### src/rtl/urv_dm_wb_bridge_pkg.sv
// Shared definitions for the uRV data-memory to Wishbone bridge:
// FSM state encodings, the error-load default and timeout counter sizing.
package urv_dm_wb_bridge_pkg;

  typedef enum logic [1:0] {
    ST_IDLE  = 2'd0,
    ST_ISSUE = 2'd1,
    ST_WAIT  = 2'd2
  } bridge_state_t;

  localparam logic [31:0] c_default_error_load = 32'hDEAD_BEEF;
  localparam int          c_min_timeout_width  = 8;

  // The timeout counter never shrinks below 8 bits, even for small timeouts.
  function automatic int timeout_width(input int cycles);
    int w;
    w = $clog2(cycles + 1);
    return (w > c_min_timeout_width) ? w : c_min_timeout_width;
  endfunction

endpackage

### src/rtl/urv_dm_wb_bridge_if.sv
// Wishbone B4 pipelined single-beat bus between the bridge (master) and the
// interconnect/slave.
interface urv_dm_wb_bridge_if;

  logic        wb_cyc_o;
  logic        wb_stb_o;
  logic        wb_we_o;
  logic [3:0]  wb_sel_o;
  logic [31:0] wb_adr_o;
  logic [31:0] wb_dat_o;
  logic [31:0] wb_dat_i;
  logic        wb_ack_i;
  logic        wb_err_i;
  logic        wb_stall_i;

  modport master (
    output wb_cyc_o, wb_stb_o, wb_we_o, wb_sel_o, wb_adr_o, wb_dat_o,
    input  wb_dat_i, wb_ack_i, wb_err_i, wb_stall_i
  );

  modport slave (
    input  wb_cyc_o, wb_stb_o, wb_we_o, wb_sel_o, wb_adr_o, wb_dat_o,
    output wb_dat_i, wb_ack_i, wb_err_i, wb_stall_i
  );

endinterface

### src/rtl/urv_dm_wb_bridge.sv
// Turns uRV dm_* load/store strobes into single-beat pipelined Wishbone cycles,
// one in flight at a time, with bus-error and timeout reporting.
module urv_dm_wb_bridge
  import urv_dm_wb_bridge_pkg::*;
#(
  parameter int          g_timeout_cycles   = 255,
  parameter logic [31:0] g_error_load_value = c_default_error_load
) (
  input  logic                       clk_i,
  input  logic                       rst_n_i,
  input  logic [31:0]                dm_addr_i,
  input  logic [31:0]                dm_data_s_i,
  input  logic [3:0]                 dm_data_select_i,
  input  logic                       dm_load_i,
  input  logic                       dm_store_i,
  output logic                       dm_ready_o,
  output logic [31:0]                dm_data_l_o,
  output logic                       dm_load_done_o,
  output logic                       dm_store_done_o,
  output logic                       bus_error_o,
  urv_dm_wb_bridge_if.master         wb
);

  localparam int                  c_cnt_w    = timeout_width(g_timeout_cycles);
  localparam logic [c_cnt_w-1:0]  c_cnt_last = c_cnt_w'(g_timeout_cycles - 1);
  localparam bit                  c_to_en    = (g_timeout_cycles != 0);

  bridge_state_t      state;
  logic [c_cnt_w-1:0] cnt;
  logic               timeout_hit;
  logic               bus_done;
  logic               bus_fail;

  assign timeout_hit = c_to_en && (cnt == c_cnt_last);

  // An ack/err only counts once the strobe has been taken; ack+err together is
  // an error, and an ack in the final timeout cycle still wins over the timeout.
  always_comb begin
    bus_done = 1'b0;
    bus_fail = 1'b0;
    case (state)
      ST_ISSUE: begin
        bus_done = !wb.wb_stall_i && (wb.wb_ack_i || wb.wb_err_i);
        bus_fail = !wb.wb_stall_i && wb.wb_err_i;
      end
      ST_WAIT: begin
        bus_done = wb.wb_ack_i || wb.wb_err_i || timeout_hit;
        bus_fail = wb.wb_err_i || (timeout_hit && !wb.wb_ack_i);
      end
      default: begin
        bus_done = 1'b0;
        bus_fail = 1'b0;
      end
    endcase
  end

  always_ff @(posedge clk_i or negedge rst_n_i) begin
    if (!rst_n_i) begin
      state           <= ST_IDLE;
      cnt             <= '0;
      dm_ready_o      <= 1'b1;
      dm_data_l_o     <= '0;
      dm_load_done_o  <= 1'b0;
      dm_store_done_o <= 1'b0;
      bus_error_o     <= 1'b0;
      wb.wb_cyc_o     <= 1'b0;
      wb.wb_stb_o     <= 1'b0;
      wb.wb_we_o      <= 1'b0;
      wb.wb_sel_o     <= '0;
      wb.wb_adr_o     <= '0;
      wb.wb_dat_o     <= '0;
    end else begin
      dm_load_done_o  <= 1'b0;
      dm_store_done_o <= 1'b0;
      bus_error_o     <= 1'b0;

      case (state)
        ST_IDLE: begin
          if (dm_load_i || dm_store_i) begin
            state       <= ST_ISSUE;
            cnt         <= '0;
            dm_ready_o  <= 1'b0;
            wb.wb_cyc_o <= 1'b1;
            wb.wb_stb_o <= 1'b1;
            wb.wb_we_o  <= dm_store_i;
            wb.wb_sel_o <= dm_data_select_i;
            wb.wb_adr_o <= dm_addr_i & 32'hFFFF_FFFC;
            wb.wb_dat_o <= dm_data_s_i;
          end
        end

        ST_ISSUE: begin
          if (!wb.wb_stall_i) begin
            wb.wb_stb_o <= 1'b0;
            if (!bus_done) begin
              state <= ST_WAIT;
            end
          end
        end

        ST_WAIT: begin
          if (!bus_done) begin
            cnt <= cnt + 1'b1;
          end
        end

        default: begin
          state <= ST_IDLE;
        end
      endcase

      if (bus_done) begin
        state           <= ST_IDLE;
        dm_ready_o      <= 1'b1;
        wb.wb_cyc_o     <= 1'b0;
        wb.wb_stb_o     <= 1'b0;
        bus_error_o     <= bus_fail;
        dm_store_done_o <= wb.wb_we_o;
        dm_load_done_o  <= !wb.wb_we_o;
        if (!wb.wb_we_o) begin
          dm_data_l_o <= bus_fail ? g_error_load_value : wb.wb_dat_i;
        end
      end
    end
  end

endmodule
### src/flat_wrapper.sv
// flat-port wrapper written by rule: the top's interface ports become plain ports
module urv_dm_wb_bridge_flat import urv_dm_wb_bridge_pkg::*;
#(
  parameter int          g_timeout_cycles   = 255,
  parameter logic [31:0] g_error_load_value = c_default_error_load
)
  (clk_i, rst_n_i, dm_addr_i, dm_data_s_i, dm_data_select_i, dm_load_i, dm_store_i, dm_ready_o, dm_data_l_o, dm_load_done_o, dm_store_done_o, bus_error_o, wb_wb_cyc_o, wb_wb_stb_o, wb_wb_we_o, wb_wb_sel_o, wb_wb_adr_o, wb_wb_dat_o, wb_wb_dat_i, wb_wb_ack_i, wb_wb_err_i, wb_wb_stall_i);
  urv_dm_wb_bridge_if wb_i ();
  input  logic clk_i;
  input  logic rst_n_i;
  input  logic [31:0] dm_addr_i;
  input  logic [31:0] dm_data_s_i;
  input  logic [3:0] dm_data_select_i;
  input  logic dm_load_i;
  input  logic dm_store_i;
  output logic dm_ready_o;
  output logic [31:0] dm_data_l_o;
  output logic dm_load_done_o;
  output logic dm_store_done_o;
  output logic bus_error_o;
  output wire logic [$bits(wb_i.wb_cyc_o)-1:0] wb_wb_cyc_o;
  output wire logic [$bits(wb_i.wb_stb_o)-1:0] wb_wb_stb_o;
  output wire logic [$bits(wb_i.wb_we_o)-1:0] wb_wb_we_o;
  output wire logic [$bits(wb_i.wb_sel_o)-1:0] wb_wb_sel_o;
  output wire logic [$bits(wb_i.wb_adr_o)-1:0] wb_wb_adr_o;
  output wire logic [$bits(wb_i.wb_dat_o)-1:0] wb_wb_dat_o;
  input wire logic [$bits(wb_i.wb_dat_i)-1:0] wb_wb_dat_i;
  input wire logic [$bits(wb_i.wb_ack_i)-1:0] wb_wb_ack_i;
  input wire logic [$bits(wb_i.wb_err_i)-1:0] wb_wb_err_i;
  input wire logic [$bits(wb_i.wb_stall_i)-1:0] wb_wb_stall_i;
  assign wb_wb_cyc_o = wb_i.wb_cyc_o;
  assign wb_wb_stb_o = wb_i.wb_stb_o;
  assign wb_wb_we_o = wb_i.wb_we_o;
  assign wb_wb_sel_o = wb_i.wb_sel_o;
  assign wb_wb_adr_o = wb_i.wb_adr_o;
  assign wb_wb_dat_o = wb_i.wb_dat_o;
  assign wb_i.wb_dat_i = wb_wb_dat_i;
  assign wb_i.wb_ack_i = wb_wb_ack_i;
  assign wb_i.wb_err_i = wb_wb_err_i;
  assign wb_i.wb_stall_i = wb_wb_stall_i;
  urv_dm_wb_bridge #(.g_timeout_cycles(g_timeout_cycles), .g_error_load_value(g_error_load_value)) u_core (.clk_i(clk_i), .rst_n_i(rst_n_i), .dm_addr_i(dm_addr_i), .dm_data_s_i(dm_data_s_i), .dm_data_select_i(dm_data_select_i), .dm_load_i(dm_load_i), .dm_store_i(dm_store_i), .dm_ready_o(dm_ready_o), .dm_data_l_o(dm_data_l_o), .dm_load_done_o(dm_load_done_o), .dm_store_done_o(dm_store_done_o), .bus_error_o(bus_error_o), .wb(wb_i));
endmodule
### config.mk
export PLATFORM = sky130hd
export DESIGN_NAME = urv_dm_wb_bridge_flat
export DESIGN_NICKNAME = d
export VERILOG_FILES = /design/src/rtl/urv_dm_wb_bridge_pkg.sv /design/src/rtl/urv_dm_wb_bridge_if.sv /design/src/rtl/urv_dm_wb_bridge.sv /design/src/flat_wrapper.sv
export SDC_FILE = /design/constraint.sdc
export NUM_CORES = 1
export LEC_CHECK = 0
export ABC_AREA = 1
export CAP_MARGIN = 20
export CORE_MARGIN = 2
export CORE_UTILIZATION = 38
export DETAILED_ROUTE_END_ITERATION = 12
export GPL_ROUTABILITY_DRIVEN = 0
export PLACE_DENSITY_LB_ADDON = 0.12
export SYNTH_ARGS = -nofsm -noshare
export SYNTH_HDL_FRONTEND = slang
export SYNTH_SLANG_ARGS = --single-unit
### constraint.sdc
create_clock -name clk_i -period 1.5 [get_ports clk_i]
set_input_delay 0.375 -clock clk_i [delete_from_list [all_inputs] [get_ports clk_i]]
set_output_delay 0.375 -clock clk_i [all_outputs]
set_load 0.02 [all_outputs]
# After elaboration in Yosys (flattened, before gate mapping)
# Cells that the tools add are included.
# totals
regBits,115
inputBits,107
output_inout_bits,107
elab_cells,66
# classes
n_addsub,1
n_eq_ne,8
n_mux,22
bitwise_logic,1
n_reduce_logical,21
# op_table
op,n
32-bit two-way mux,1
8-bit two-way mux,2
8-bit one-hot mux with 2 select lines,1
1-bit two-way mux,11
3-bit AND reduction,3
8-bit by 1-bit adder with 8-bit output (second input constant),1
8-bit equality test (second input constant),1
2-bit two-way mux,3
1-bit one-hot mux with 2 select lines,3
2-bit one-hot mux with 3 select lines,1
2-bit AND reduction,3
2-bit nonzero test,3
1-bit logical OR,4
2-bit by 1-bit inequality test with 1-bit output (second input constant),2
1-bit logical AND,3
1-bit logical NOT,3
3-bit by 1-bit inequality test with 1-bit output (second input constant),1
3-bit by 2-bit inequality test with 1-bit output (second input constant),1
3-bit nonzero test,1
2-bit by 1-bit equality test with 1-bit output (second input constant),1
2-bit equality test (second input constant),1
2-bit logical NOT,1
2-bit inequality test (second input constant),1
1-bit inverter,1

# Logic depth before layout (Yosys ltp)
# Gate-level depths: netlist of run 1.
# logic_depth
ltp_word,5
mapped_depth,12
depth_no_buf,11

# Worst setup path before layout of run 1
# Ideal clock, no wire load.
# synth_path
path_type,register to register
start,register u_core.state[0]
end,register u_core.dm_data_l_o[14]
setup_time_ps,117
arrival_time_ps,1519
required_ps,1383
slack_ps,-136
path_stages_with_launch,13
path_buffers,1
period_less_slack_ps,1636
path_cell_list,dfrtp_1 > inv_1 > ha_1 > inv_2 > nand2_1 > nand2_1 > nor2_2 > nand2_2 > nor2_8 > inv_2 > buf_6 > nand2_1 > nand2_1
# synth_between
elab_chain_len,3
word_cells_on_any_way,6
classes_between,eq/ne: 2; mux: 3; reduce/logical: 1
# synth_rtl
element,line_no,rtl
"start, declared",urv_dm_wb_bridge.sv:28,bridge_state_t state;
"start signal, assigned",urv_dm_wb_bridge.sv:59,state <= ST_IDLE;
"start signal, assigned",urv_dm_wb_bridge.sv:80,state <= ST_ISSUE;
"start signal, assigned",urv_dm_wb_bridge.sv:96,state <= ST_WAIT;
2-bit equality test / 2-bit by 1-bit equality test with 1-bit output (equally long branches),urv_dm_wb_bridge.sv:41,case (state)
1-bit one-hot mux with 2 select lines,urv_dm_wb_bridge.sv:41,
32-bit two-way mux / 2-bit AND reduction (equally long branches),--,
"end signal, assigned",urv_dm_wb_bridge.sv:121,dm_data_l_o <= bus_fail ? g_error_load_value : wb.wb_dat_i;
"end, declared",urv_dm_wb_bridge.sv:17,"output logic [31:0] dm_data_l_o,"
# Several ways; a longest one is shown, not always the timed one.
# A chain may end at the register's enable or synchronous reset.

# Worst setup path after layout of run 1
# layout_path
start,register u_core.cnt[0]
end,register u_core.dm_data_l_o[2]
# layout_between
elab_chain_len,5
word_cells_on_any_way,8
classes_between,eq/ne: 1; mux: 3; reduce/logical: 4
# layout_rtl
element,line_no,rtl
"start, declared",urv_dm_wb_bridge.sv:29,logic [c_cnt_w-1:0] cnt;
"start signal, assigned",urv_dm_wb_bridge.sv:103,cnt <= cnt + 1'b1;
8-bit equality test *,urv_dm_wb_bridge.sv:34,assign timeout_hit = c_to_en && (cnt == c_cnt_last);
1-bit logical AND,urv_dm_wb_bridge.sv:48,bus_fail = wb.wb_err_i || (timeout_hit && !wb.wb_ack_i);
1-bit logical OR,urv_dm_wb_bridge.sv:48,
1-bit one-hot mux with 2 select lines,urv_dm_wb_bridge.sv:41,
32-bit two-way mux,urv_dm_wb_bridge.sv:121,
# Mark *: on every way between the ends. The rest lies on a longest branch, timed or not.

==> key figures, run 1 <==
Critical path
  – Slowest cell on the critical path: sky130_fd_sc_hd__dfrtp_1
  – Critical-path cell list: inv_1 -> ha_1 -> inv_1 -> nor2_1 -> nand2_1 -> o21ai_2 -> nand2_2 -> buf_6 -> buf_16 -> nand2_4 -> nand2_4 -> nand2_2
  – Top Family by Delay on Critical Path: simple AND/OR/NAND/NOR gates
  – WP data required: approximately 1.9 ns
  – Arrival time reported for the critical path endpoint: ~2.1 ns
  – R2R Path Start: u_core.cnt[0]$_DFFE_PN0P_
  – Type of the setup path with the least slack: reg2reg
  – Largest driver fanout on the critical path: 8
  – Setup crit end kind: flop
  – Critical path launch point type: flop
  – Timing startpoint of the critical path: u_core.cnt[0]$_DFFE_PN0P_
  – Delay contributed by the slowest stage of the critical path: around 0.38 ns
  – Buffers & Inverters on Critical Path: 4

STA
  – Total Negative Setup Slacks: -16.28 ns
  – Number of hold-slack violations in the final timing report: 0
  – Endpoints failing setup: 110
  – Maximum clock frequency: 557.8 MHz
  – Unrepaired setup endpoints after global routing: true
  – Fin crit share: 1.195
  – Final Skew: between 0.007 and 0.008 ns
  – Shortest clock period the worst path allows after layout: approximately 1.8 ns
  – Least setup slack across all paths after layout: -0.2929 ns
  – Number of pins with negative max-slew slack in the final report: 0

Final layout
  – Highest-count cells in the layout ignoring fill and taps: sky130_fd_sc_hd__nand2_1, sky130_fd_sc_hd__nand2_2, sky130_fd_sc_hd__dfrtp_1, sky130_fd_sc_hd__clkdlybuf4s50_1, sky130_fd_sc_hd__clkbuf_2
  – Post-layout instance area: 9721 um2
  – Most common cell after layout, fill and taps aside: sky130_fd_sc_hd__nand2_1
  – Total inserted antenna cells: 0
  – Layout area overhead: 96.19%
  – Post-layout nets: 1022
  – Fraction of layout cells with a size suffix above 1: 0.4295

Placement
  – Number of input and output port buffers inserted: around 210
  – HPWL reported at the end of detailed placement: approximately 10000 um
  – Post-place instance area: about 7400 um2

CTS
  – TritonCTS clock tree: yes
  – Clock latency on the worst-skew pair: ~0.41 ns
  – Clk sinks: ~120
  – Clock-pin slew of the registers on the worst-case setup and hold paths: about 0.05 ns
  – Clock root cell: sky130_fd_sc_hd__clkbuf_16
  – Clock tree buffer depth: 2
  – CTS H-tree lvls: 4
  – Number of clock buffers inserted by TritonCTS: 17

Power and ir drop
  – Lkg Pwr: approximately 5 nW
  – Total power density per cell area: 2214 nW/um2
  – Max IR drop VDD: roughly 1.3 mV

Route
  – Total detailed-routing wirelength: about 20000 um
  – Number of detailed-route iterations in the first pass: 5
  – Final ANT Viol Nets: 0
  – Post-detailed-route DRC marker count: 0
  – Wire length per cell after detailed routing: between 15 and 20 um
  – Drt via density: 4.857
  – DRT iter0 DRCs: 370
  – DR vias: ~5300

Yosys
  – Synth Cell Area: about 5000 um2
  – Number of instances in the synthesized netlist: 616
  – Library cell with the largest summed area after synthesis: sky130_fd_sc_hd__dfrtp_1
  – Post-synth top area share: 0.5758
  – Avg Inst Size Synth: a little over 8 um2
  – Synth Register Bits: 115
  – Ranking of synthesized cells by area: sky130_fd_sc_hd__dfrtp_1, sky130_fd_sc_hd__nand2_1, sky130_fd_sc_hd__inv_1
  – Unique masters post-synth: 26
  – Number of warnings printed during yosys synthesis: 0
  – Sequential cell area fraction in the yosys report: 0.5811

Floorplanning
  – Starting utilization of the core area: 0.3910
  – Site Rows: 41
  – Area of the placeable core: 12670 um2
  – DIE WIDTH: approximately 120 um
  – I/O pin count: 214
  – Die boundary height: about 120 um
  – Die area: ~14000 um2

Global route
  – All-Layer GR Usage: 0.2505
  – Overflow left after global routing: 0
  – Initial antenna violation count: 0
  – Pin count of the biggest net entering global routing: 30
  – Via count of the first global-routing pass: 5256
  – Wire length of the first global-routing pass: roughly 27000 um

Worst hold path
  – Hold/Removal Path Class: in2async

Job
  – Max-capacitance violation count: 0

Outcome
  – Violated checks: setup timing
  – Run status: finished, violations left
==> power breakdown <==
| part | internal, mW | total [mW] | switching, mW |
|---|---|---|---|
| logic | 5.46 | 12.0 | 6.52 |
| registers | 4.49 | 5.55 | 1.05 |
| clock network | 2.65 | 3.99 | 1.35 |
| total | 12.6 | 21.5 | 8.92 |
==> state kept, by name (all words and copies together) (netlist names), 2 cells and up <==
name,cells
u_core.wb.wb_dat_o,32
u_core.wb.wb_sel_o,4
u_core.state,2
u_core.wb.wb_adr_o,30
u_core.cnt,8
u_core.dm_data_l_o,32
==> through the flow <==
stage | util | setup WS (ns) | hold WS, ns | std cells | power [mW]
after global placement | 0.5877 | -0.4043 | 0.3554 | 1002 | 13.24
after floorplan | - | -0.07278 | 0.07941 | 617 | 9.379
after CTS | 0.7058 | -0.2302 | 0.4653 | 1076 | 18.97
after detailed placement | 0.5877 | -0.4707 | 0.3579 | 1002 | 13.43
after global routing | 0.7672 | -0.3404 | 0.4889 | 1094 | 22.51
final | 0.7672 | -0.2929 | 0.4539 | 1094 | 21.52
==> per-layer routing <==
layer	vias to the layer above	wire, um	share of wire	global-route usage
met2	269	10220	0.52	0.4220
met1	2524	7373	0.37	0.2928
met4	0	765	0.039	0.1182
met5	-	0	0	0
met3	67	1451	0.073	0.07432
li1	2454	-	-	-
==> repair_timing <==
action	4_1_cts	5_1_grt
hold buffers	1	0
endpoints found under the hold margin	23	0
setup buffers	26	13
resized for setup	251	355
pin swaps	18	73
setup endpoints to repair	217	197
gates cloned	18	13
==> final timing paths <==
path,to,slack (ns),depth (start not counted)
max,u_core.dm_data_l_o[2]$_DFFE_PN0P_,-0.29,12
min,u_core.dm_data_l_o[9]$_DFFE_PN0P_,0.45,2
max reg2reg,u_core.dm_data_l_o[2]$_DFFE_PN0P_,-0.29,12
min reg2reg,u_core.dm_ready_o$_DFFE_PN1P_,0.47,2
max in group asynchronous,u_core.dm_data_l_o[29]$_DFFE_PN0P_,0.52,3
min in group clk_i,u_core.dm_ready_o$_DFFE_PN1P_,0.47,2
==> layout make-up <==
cell class / instances / area [um2]
fill: 863 / 2950
clock inverter: 4 / 70.07
timing repair buffer: 299 / 3203
clock buffer: 27 / 513.0
inverter: 45 / 186.4
tap: 172 / 215.2
timing repair inverter: 1 / 16.27
multi-input combinational: 431 / 2638
sequential: 115 / 2879
==> cell usage after synthesis (all sizes together) <==
library cell	instances
nor3	1
clkbuf	8
ha	5
nand2	370
dfrtp	114
dfstp	1
o21bai	2
or2	2
nor2	21
conb	1
nand3	14
o21ai	4
buf	18
inv	45
o2111ai	1
o31ai	2
xor2	1
nand4	6
==> logic make-up after synthesis <==
kind of cell / share of synthesized area
buf+inv: 0.06414
xor+xnor: 0.001768
simple gates: 0.3278
compound gates: 0.01187
other cells: 0.0007568
flops: 0.5811
fa+ha+maj: 0.01263
==> worst register-to-register path, stage by stage (launching register included) <==
cell                      delay [ns]
sky130_fd_sc_hd__dfrtp_1        0.38
sky130_fd_sc_hd__inv_1          0.09
sky130_fd_sc_hd__ha_1           0.15
sky130_fd_sc_hd__inv_1          0.05
sky130_fd_sc_hd__nor2_1         0.16
sky130_fd_sc_hd__nand2_1        0.12
sky130_fd_sc_hd__o21ai_2        0.17
sky130_fd_sc_hd__nand2_2        0.11
sky130_fd_sc_hd__buf_6          0.16
sky130_fd_sc_hd__buf_16         0.16
sky130_fd_sc_hd__nand2_4        0.07
sky130_fd_sc_hd__nand2_4        0.05
sky130_fd_sc_hd__nand2_2        0.07
(Power assumes the default switching activity.)
==> inputs of run 2 (changes only) <==
--- a/config.mk
+++ b/config.mk
@@ -8,7 +8,7 @@
 export ABC_AREA = 1
 export CAP_MARGIN = 20
 export CORE_MARGIN = 2
-export CORE_UTILIZATION = 38
+export CORE_UTILIZATION = 40
 export DETAILED_ROUTE_END_ITERATION = 12
 export GPL_ROUTABILITY_DRIVEN = 0
 export PLACE_DENSITY_LB_ADDON = 0.12
==> constraint.sdc (replaced) <==
create_clock -name clk_i -period 1.7 [get_ports clk_i]
set_input_delay 0.425 -clock clk_i [delete_from_list [all_inputs] [get_ports clk_i]]
set_output_delay 0.425 -clock clk_i [all_outputs]
set_load 0.02 [all_outputs]
==> run 2 against run 1 <==
  * The flow still finishes with violations (setup timing)
  * Utilization down 8.3 points
  * First-iteration DRC count grew 3.2%
  * Worst hold slack improved by 0.0076 ns
  * Sequential share of layout area is 5.3 points higher
  * Combinational power is 41% lower
  * Count of clock-buffer cells in the layout rose by 1
  * Total power shrank 30%
  * Non-clock buffer count is 48 lower
  * Highest routed layer unchanged
==> key figures, run 2 (synthesis results as in run 1) <==
Floorplanning
  – Die area: ~13000 um2
  – Die boundary height: 115.3 um
  – Site Rows: 40
  – I/O pin count: between 200 and 250
  – DIE WIDTH: approximately 120 um
  – Starting utilization of the core area: 0.4108
  – Area of the placeable core: 12060 um2

Global route
  – All-Layer GR Usage: 0.2133
  – Overflow left after global routing: 0
  – Pin count of the biggest net entering global routing: 46
  – Highest-utilization routing layer at the global route stage: met2
  – Via count of the first global-routing pass: 4705
  – Global-route met3 utilization: 0.07011
  – Initial antenna violation count: 0
  – Wire length of the first global-routing pass: ~22000 um
  – Fraction of met2 tracks used by global routing: 0.3682
  – Met1 global-route usage: 0.2416

STA
  – Fin crit share: 1.028
  – Number of pins with negative max-slew slack in the final report: 0
  – Shortest clock period the worst path allows after layout: approximately 1.7 ns
  – Maximum clock frequency: between 500 and 600 MHz
  – Final Skew: 0.009080 ns
  – Least setup slack across all paths after layout: -0.04682 ns
  – Number of hold-slack violations in the final timing report: 0
  – Unrepaired setup endpoints after global routing: true
  – Endpoints failing setup: 31

Power and ir drop
  – Lkg Pwr: approximately 4.5 nW
  – Power share of the sequential group: 0.306
  – Comb power frac: 0.472
  – Max IR drop VDD: 0.8388 mV
  – Fraction of power spent switching nets: 0.4038
  – Total internal power: around 9.0 mW
  – Clock group share of total power: 0.223
  – Overall power consumption: between 15 and 20 mW
  – Net Switching: just over 6 mW
  – Total power density per cell area: around 1800 nW/um2

Critical path
  – Largest driver fanout on the critical path: 7
  – Delay contributed by the slowest stage of the critical path: between 0.4 and 0.5 ns
  – Critical-path cell list: inv_4 -> ha_4 -> nand2_2 -> nand2_2 -> nand2_2 -> nor2_4 -> nand2_4 -> nor2_8 -> buf_12 -> clkbuf_16 -> nand2_2 -> nand2_1
  – Setup crit end kind: flop
  – Type of the setup path with the least slack: reg2reg
  – WP data required: a little over 2 ns
  – Slowest cell on the critical path: sky130_fd_sc_hd__dfrtp_2
  – Critical path launch point type: flop
  – Most frequent CP cell: sky130_fd_sc_hd__nand2_2
  – Arrival time reported for the critical path endpoint: 2.10 ns

Route
  – Number of detailed-route iterations in the first pass: 5
  – Total detailed-routing wirelength: 14900 um
  – Drt via density: approximately 4.7
  – Final ANT Viol Nets: 0
  – DR vias: between 4000 and 5000
  – Post-detailed-route DRC marker count: 0
  – Wire length per cell after detailed routing: 14.27 um
  – DRT iter0 DRCs: roughly 380

Final layout
  – Total inserted antenna cells: 0
  – Layout area overhead: 66.59%
  – Fraction of layout cells with a size suffix above 1: 0.1370
  – Registers with the most flip-flops: u_core.dm_data_l_o (32), u_core.wb.wb_dat_o (32), u_core.wb.wb_adr_o (30)
  – Fill cell instance count of the final layout: 1000
  – Highest-count cells in the layout ignoring fill and taps: sky130_fd_sc_hd__nand2_1, sky130_fd_sc_hd__dfrtp_1, sky130_fd_sc_hd__dlygate4sd2_1, sky130_fd_sc_hd__clkdlybuf4s50_1, sky130_fd_sc_hd__inv_1
  – Post-layout nets: a little under 1000
  – Most common cell after layout, fill and taps aside: sky130_fd_sc_hd__nand2_1

Placement
  – HPWL reported at the end of detailed placement: between 10000 and 15000 um
  – Number of input and output port buffers inserted: 209
  – Worst setup slack before clock tree synthesis: -0.3540 ns

CTS
  – Clock-pin slew of the registers on the worst-case setup and hold paths: 0.05 ns
  – CTS H-tree lvls: 4
  – Number of clock buffers inserted by TritonCTS: 17
  – Clock root cell: sky130_fd_sc_hd__clkbuf_16
  – Clock tree buffer depth: 2
  – Clock latency on the worst-skew pair: 0.41 ns
  – TritonCTS clock tree: yes
  – Clk sinks: about 120

Outcome
  – Violated checks: setup timing
  – Run status: finished, violations left

Job
  – Max-capacitance violation count: 0

Worst hold path
  – Hold/Removal Path Class: reg2reg
## run 2: cell types whose count changed in the layout (fill, tap and decap cells not counted), moves of 5 or more
| cell | change |
|---|---|
| sky130_fd_sc_hd__clkbuf_16 | -7 |
| sky130_fd_sc_hd__nand2_1 | +157 |
| sky130_fd_sc_hd__nand2_4 | -54 |
| sky130_fd_sc_hd__nand3_1 | +5 |
| sky130_fd_sc_hd__buf_16 | -11 |
| sky130_fd_sc_hd__dlygate4sd2_1 | +102 |
| sky130_fd_sc_hd__clkbuf_2 | -59 |
| sky130_fd_sc_hd__buf_4 | -5 |
| sky130_fd_sc_hd__nand2_2 | -103 |
| sky130_fd_sc_hd__buf_6 | -12 |
| sky130_fd_sc_hd__buf_8 | -8 |
| sky130_fd_sc_hd__clkdlybuf4s15_1 | -40 |
| sky130_fd_sc_hd__buf_12 | -7 |
## run 2: routing by layer
metal	share of wire	up-vias
met5	0	-
met2	0.51	190
met3	0.077	31
li1	-	2348
met4	0.030	0
met1	0.38	2303
## run 2: cell type report
cell class                      count  area (um2)  share of cell area
Sequential cell                   115        2880              0.3489
Tap cell                          168       210.2             0.02547
Inverter                           45       183.9             0.02228
Clock buffer                       28       516.7             0.06260
Multi-Input combinational cell    431        1926              0.2333
Clock inverter                      4       47.55            0.005760
Timing Repair Buffer              251        2472              0.2995
Timing Repair inverter              2       17.52            0.002122
## run 2: path summary, 6_finish.rpt
kind	start	end	slack [ns]	cells past startpoint
max in group asynchronous	rst_n_i	u_core.state[1]$_DFFE_PN0P_	0.58	3
min in group asynchronous	rst_n_i	u_core.dm_data_l_o[22]$_DFFE_PN0P_	0.52	2
hold / removal	u_core.wb.wb_dat_o[14]$_DFFE_PN0P_	u_core.wb.wb_dat_o[14]$_DFFE_PN0P_	0.46	2
hold reg to reg	u_core.wb.wb_dat_o[14]$_DFFE_PN0P_	u_core.wb.wb_dat_o[14]$_DFFE_PN0P_	0.46	2
setup reg to reg	u_core.state[1]$_DFFE_PN0P_	u_core.dm_data_l_o[6]$_DFFE_PN0P_	-0.05	12
setup / recovery	u_core.state[1]$_DFFE_PN0P_	u_core.dm_data_l_o[6]$_DFFE_PN0P_	-0.05	12
## run 2: repair_timing
action / in CTS / in global routing
resized for setup: 114 / 53
hold buffers: 1 / 0
pin swaps: 2 / 21
endpoints found under the setup margin: 147 / 44
gates cloned: 0 / 7
endpoints found under the hold margin: 27 / 0
buffers inserted: 1 / 8
## run 2: worst max-delay path: cells and delay by family (launching register included)
kind	cells	cell delay [ns]
AND/OR/NAND/NOR	8	0.69
adder cells (fa/ha/maj)	1	0.15
flip-flops	1	0.45
buffers and inverters	3	0.40
## run 2: power groups by stage
stage | combinational [mW] | clock [mW] | sequential [mW]
after floorplan | 2.22 | 0 | 6.03
after global placement | 7.13 | 0 | 4.58
after detailed placement | 7.30 | 0 | 4.63
after CTS | 6.58 | 3.41 | 4.57
after global routing | 7.69 | 3.55 | 4.73
final | 7.08 | 3.34 | 4.59
## run 2: per-stage QoR
| step | hold WS, ns | utilization | instance area, um2 | std cells | setup TNS (ns) |
|---|---|---|---|---|---|
| final | 0.4616 | 0.6843 | 8254 | 1044 | -0.7318 |
| after global routing | 0.4854 | 0.6843 | 8254 | 1044 | -5.048 |
| after CTS | 0.4662 | 0.6538 | 7886 | 1029 | 0 |
| after detailed placement | 0.3983 | 0.6139 | 7405 | 995 | -19.59 |
| after global placement | 0.3969 | 0.6139 | 7405 | 995 | -17.85 |
| after floorplan | 0.1294 | - | 4959 | 617 | 0 |
==> inputs of run 3 (changes only) <==
--- a/config.mk
+++ b/config.mk
@@ -7,8 +7,10 @@
 export LEC_CHECK = 0
 export ABC_AREA = 1
 export CAP_MARGIN = 20
+export CELL_PAD_IN_SITES_DETAIL_PLACEMENT = 1
+export CELL_PAD_IN_SITES_GLOBAL_PLACEMENT = 2
 export CORE_MARGIN = 2
-export CORE_UTILIZATION = 40
+export CORE_UTILIZATION = 23
 export DETAILED_ROUTE_END_ITERATION = 12
 export GPL_ROUTABILITY_DRIVEN = 0
 export PLACE_DENSITY_LB_ADDON = 0.12
==> run 3 against run 2 <==
  * Combinational power grew 3%
  * Via count shrank 1.9%
  * Register-to-register slack gained 0.04 ns
  * Global-route usage shrank 5.8 points
  * Setup slack gained 0.042 ns
  * Final area grew 2.8%
  * Cell count grew 10%
  * Non-clock buffer count grew 1
  * The flow still finishes with violations (setup timing)
  * Clock skew grew 0.0023 ns
  * Largest cell class unchanged
  * Maximum frequency grew 2.5%
  * Critical path depth shrank 3
  * First-iteration DRC count shrank 60%
==> key figures, run 3 (synthesis results as in run 1) <==
STA
  – Fin crit share: 1.003
  – Least setup slack across all paths after layout: -0.004437 ns
  – Final Skew: ~0.011 ns
  – Unrepaired setup endpoints after global routing: true
  – Maximum clock frequency: just under 600 MHz
  – Shortest clock period the worst path allows after layout: ~1.7 ns
  – Endpoints failing setup: 1
  – Number of pins with negative max-slew slack in the final report: 0
  – Worst Hold Slack: 0.4640 ns
  – Number of hold-slack violations in the final timing report: 0

Worst hold path
  – Number of stages on the worst hold path: 2
  – Hold/Removal Path Class: reg2reg
  – Hold Path Sink: u_core.wb.wb_dat_o[2]$_DFFE_PN0P_
  – Hold path start: u_core.wb.wb_dat_o[2]$_DFFE_PN0P_

Final layout
  – Total inserted antenna cells: 0
  – Post-layout nets: about 970
  – Most common cell after layout, fill and taps aside: sky130_fd_sc_hd__nand2_1
  – Fill cell instance count of the final layout: about 2500
  – Registers with the most flip-flops: u_core.dm_data_l_o (32), u_core.wb.wb_dat_o (32), u_core.wb.wb_adr_o (30)
  – Layout area overhead: 71.29%
  – Post-layout instance area: 8487 um2
  – Highest-count cells in the layout ignoring fill and taps: sky130_fd_sc_hd__nand2_1, sky130_fd_sc_hd__dfrtp_1, sky130_fd_sc_hd__dlygate4sd2_1, sky130_fd_sc_hd__clkdlybuf4s50_1, sky130_fd_sc_hd__inv_1
  – Final Util: 0.4025
  – Fraction of layout cells with a size suffix above 1: 0.1430

Outcome
  – Run status: finished, violations left
  – Violated checks: setup timing

Route
  – Wire length per cell after detailed routing: ~16 um
  – Total detailed-routing wirelength: between 15000 and 20000 um
  – Number of detailed-route iterations in the first pass: 4
  – Drt via density: roughly 4.2
  – Final ANT Viol Nets: 0
  – DRT iter0 DRCs: roughly 150
  – Post-detailed-route DRC marker count: 0
  – DR vias: 4778

Floorplanning
  – I/O pin count: 214
  – Site Rows: between 50 and 60
  – Area of the placeable core: between 20000 and 25000 um2
  – DIE WIDTH: ~150 um
  – Die boundary height: roughly 150 um
  – Starting utilization of the core area: 0.2350
  – Die area: 22730 um2

Global route
  – Met1 global-route usage: 0.1762
  – All-Layer GR Usage: 0.1553
  – Fraction of met2 tracks used by global routing: 0.2759
  – Wire length of the first global-routing pass: ~27000 um
  – Via count of the first global-routing pass: between 5000 and 6000
  – Overflow left after global routing: 0
  – Highest-utilization routing layer at the global route stage: met2
  – Pin count of the biggest net entering global routing: between 40 and 50
  – Initial antenna violation count: 0
  – Global-route met3 utilization: 0.04639

Critical path
  – R2R Path Start: u_core.state[0]$_DFFE_PN0P_
  – Arrival time reported for the critical path endpoint: roughly 2 ns
  – WP data required: 2.00 ns
  – Critical path launch point type: flop
  – Capture instance of the worst register-to-register path: u_core.dm_data_l_o[20]$_DFFE_PN0P_
  – Slack of the worst reg-to-reg path: -0.004 ns
  – Largest driver fanout on the critical path: 8
  – Setup crit end kind: flop
  – Depth of the most critical reg-to-reg path: 9
  – Type of the setup path with the least slack: reg2reg

CTS
  – Number of clock buffers inserted by TritonCTS: 17
  – Clock latency on the worst-skew pair: about 0.42 ns
  – Clk sinks: around 120
  – CTS H-tree lvls: 4
  – Clock tree buffer depth: 2
  – Clock root cell: sky130_fd_sc_hd__clkbuf_16
  – Clock-pin slew of the registers on the worst-case setup and hold paths: roughly 0.060 ns
  – TritonCTS clock tree: yes

Power and ir drop
  – Total power density per cell area: roughly 1800 nW/um2
  – Overall power consumption: 15.33 mW
  – Max IR drop VDD: 0.6928 mV
  – Lkg Pwr: between 4 and 5 nW

Job
  – Max-capacitance violation count: 0

Placement
  – Worst setup slack before clock tree synthesis: -0.2762 ns
  – Post-place instance area: around 7600 um2
  – HPWL reported at the end of detailed placement: roughly 12000 um
  – Number of input and output port buffers inserted: about 210
[run 3: worst max-delay path: stages (launching register included)]
cell and delay, ns:
sky130_fd_sc_hd__dfrtp_1 0.41, sky130_fd_sc_hd__inv_2 0.11, sky130_fd_sc_hd__ha_4 0.19, sky130_fd_sc_hd__inv_4 0.05
sky130_fd_sc_hd__or2_1 0.21, sky130_fd_sc_hd__o21ai_2 0.16, sky130_fd_sc_hd__nand2_4 0.14, sky130_fd_sc_hd__clkbuf_16 0.20
sky130_fd_sc_hd__nand3_2 0.07, sky130_fd_sc_hd__nand2_1 0.05
[run 3: worst max path at each step]
stage,start,end,slack (ns),cells after the start
6_report,u_core.state[0]$_DFFE_PN0P_,u_core.dm_data_l_o[20]$_DFFE_PN0P_,-0.004,9
5_1_grt,u_core.state[0]$_DFFE_PN0P_,u_core.dm_data_l_o[6]$_DFFE_PN0P_,-0.12,10
4_1_cts,u_core.state[0]$_DFFE_PN0P_,u_core.dm_data_l_o[17]$_DFFE_PN0P_,-0.05,12
3_5_place_dp,wb_wb_stall_i,u_core.cnt[1]$_DFFE_PN0P_,-0.28,12
3_3_place_gp,wb_wb_stall_i,u_core.cnt[0]$_DFFE_PN0P_,-0.21,12
2_1_floorplan,u_core.state[0]$_DFFE_PN0P_,u_core.dm_data_l_o[14]$_DFFE_PN0P_,0.06,12
[run 3: metal layers]
layer  wire [um]  up-vias
met3        1153       24
met5           0        -
met2        9103      135
li1            -     2340
met1        7264     2279
met4         353        0
[run 3: area by class of cell]
type                    instances  area (um2)  area share
clock buffers                  18       439.2     0.05175
clock inverters                13       136.4     0.01607
inverters                      45       173.9     0.02049
multi-input cells             431        1964      0.2315
flip-flops and latches        115        2879      0.3392
well taps                     275       344.1     0.04054
repair buffers                252        2550      0.3005
[run 3: what timing repair did]
action / in CTS / in global routing
gates resized for setup: 132 / 38
gates cloned: 2 / 5
buffers inserted: 6 / 2
setup endpoints to repair: 142 / 47
hold buffers: 1 / 0
pin swaps: 5 / 19
endpoints found under the hold margin: 18 / 0
[run 3: power by group]
group,leakage (nW),internal (mW),switching [mW]
Sequential,1.44,3.96,0.617
Combinational,2.85,2.86,4.41
Clock,0.274,2.18,1.31
[run 3: stage by stage]
stage,instances,setup TNS (ns)
floorplan,617,0
global placement,1103,-14.62
detailed placement,1103,-19.19
CTS,1143,-0.5304
global route,1149,-2.677
finish,1149,-0.004437
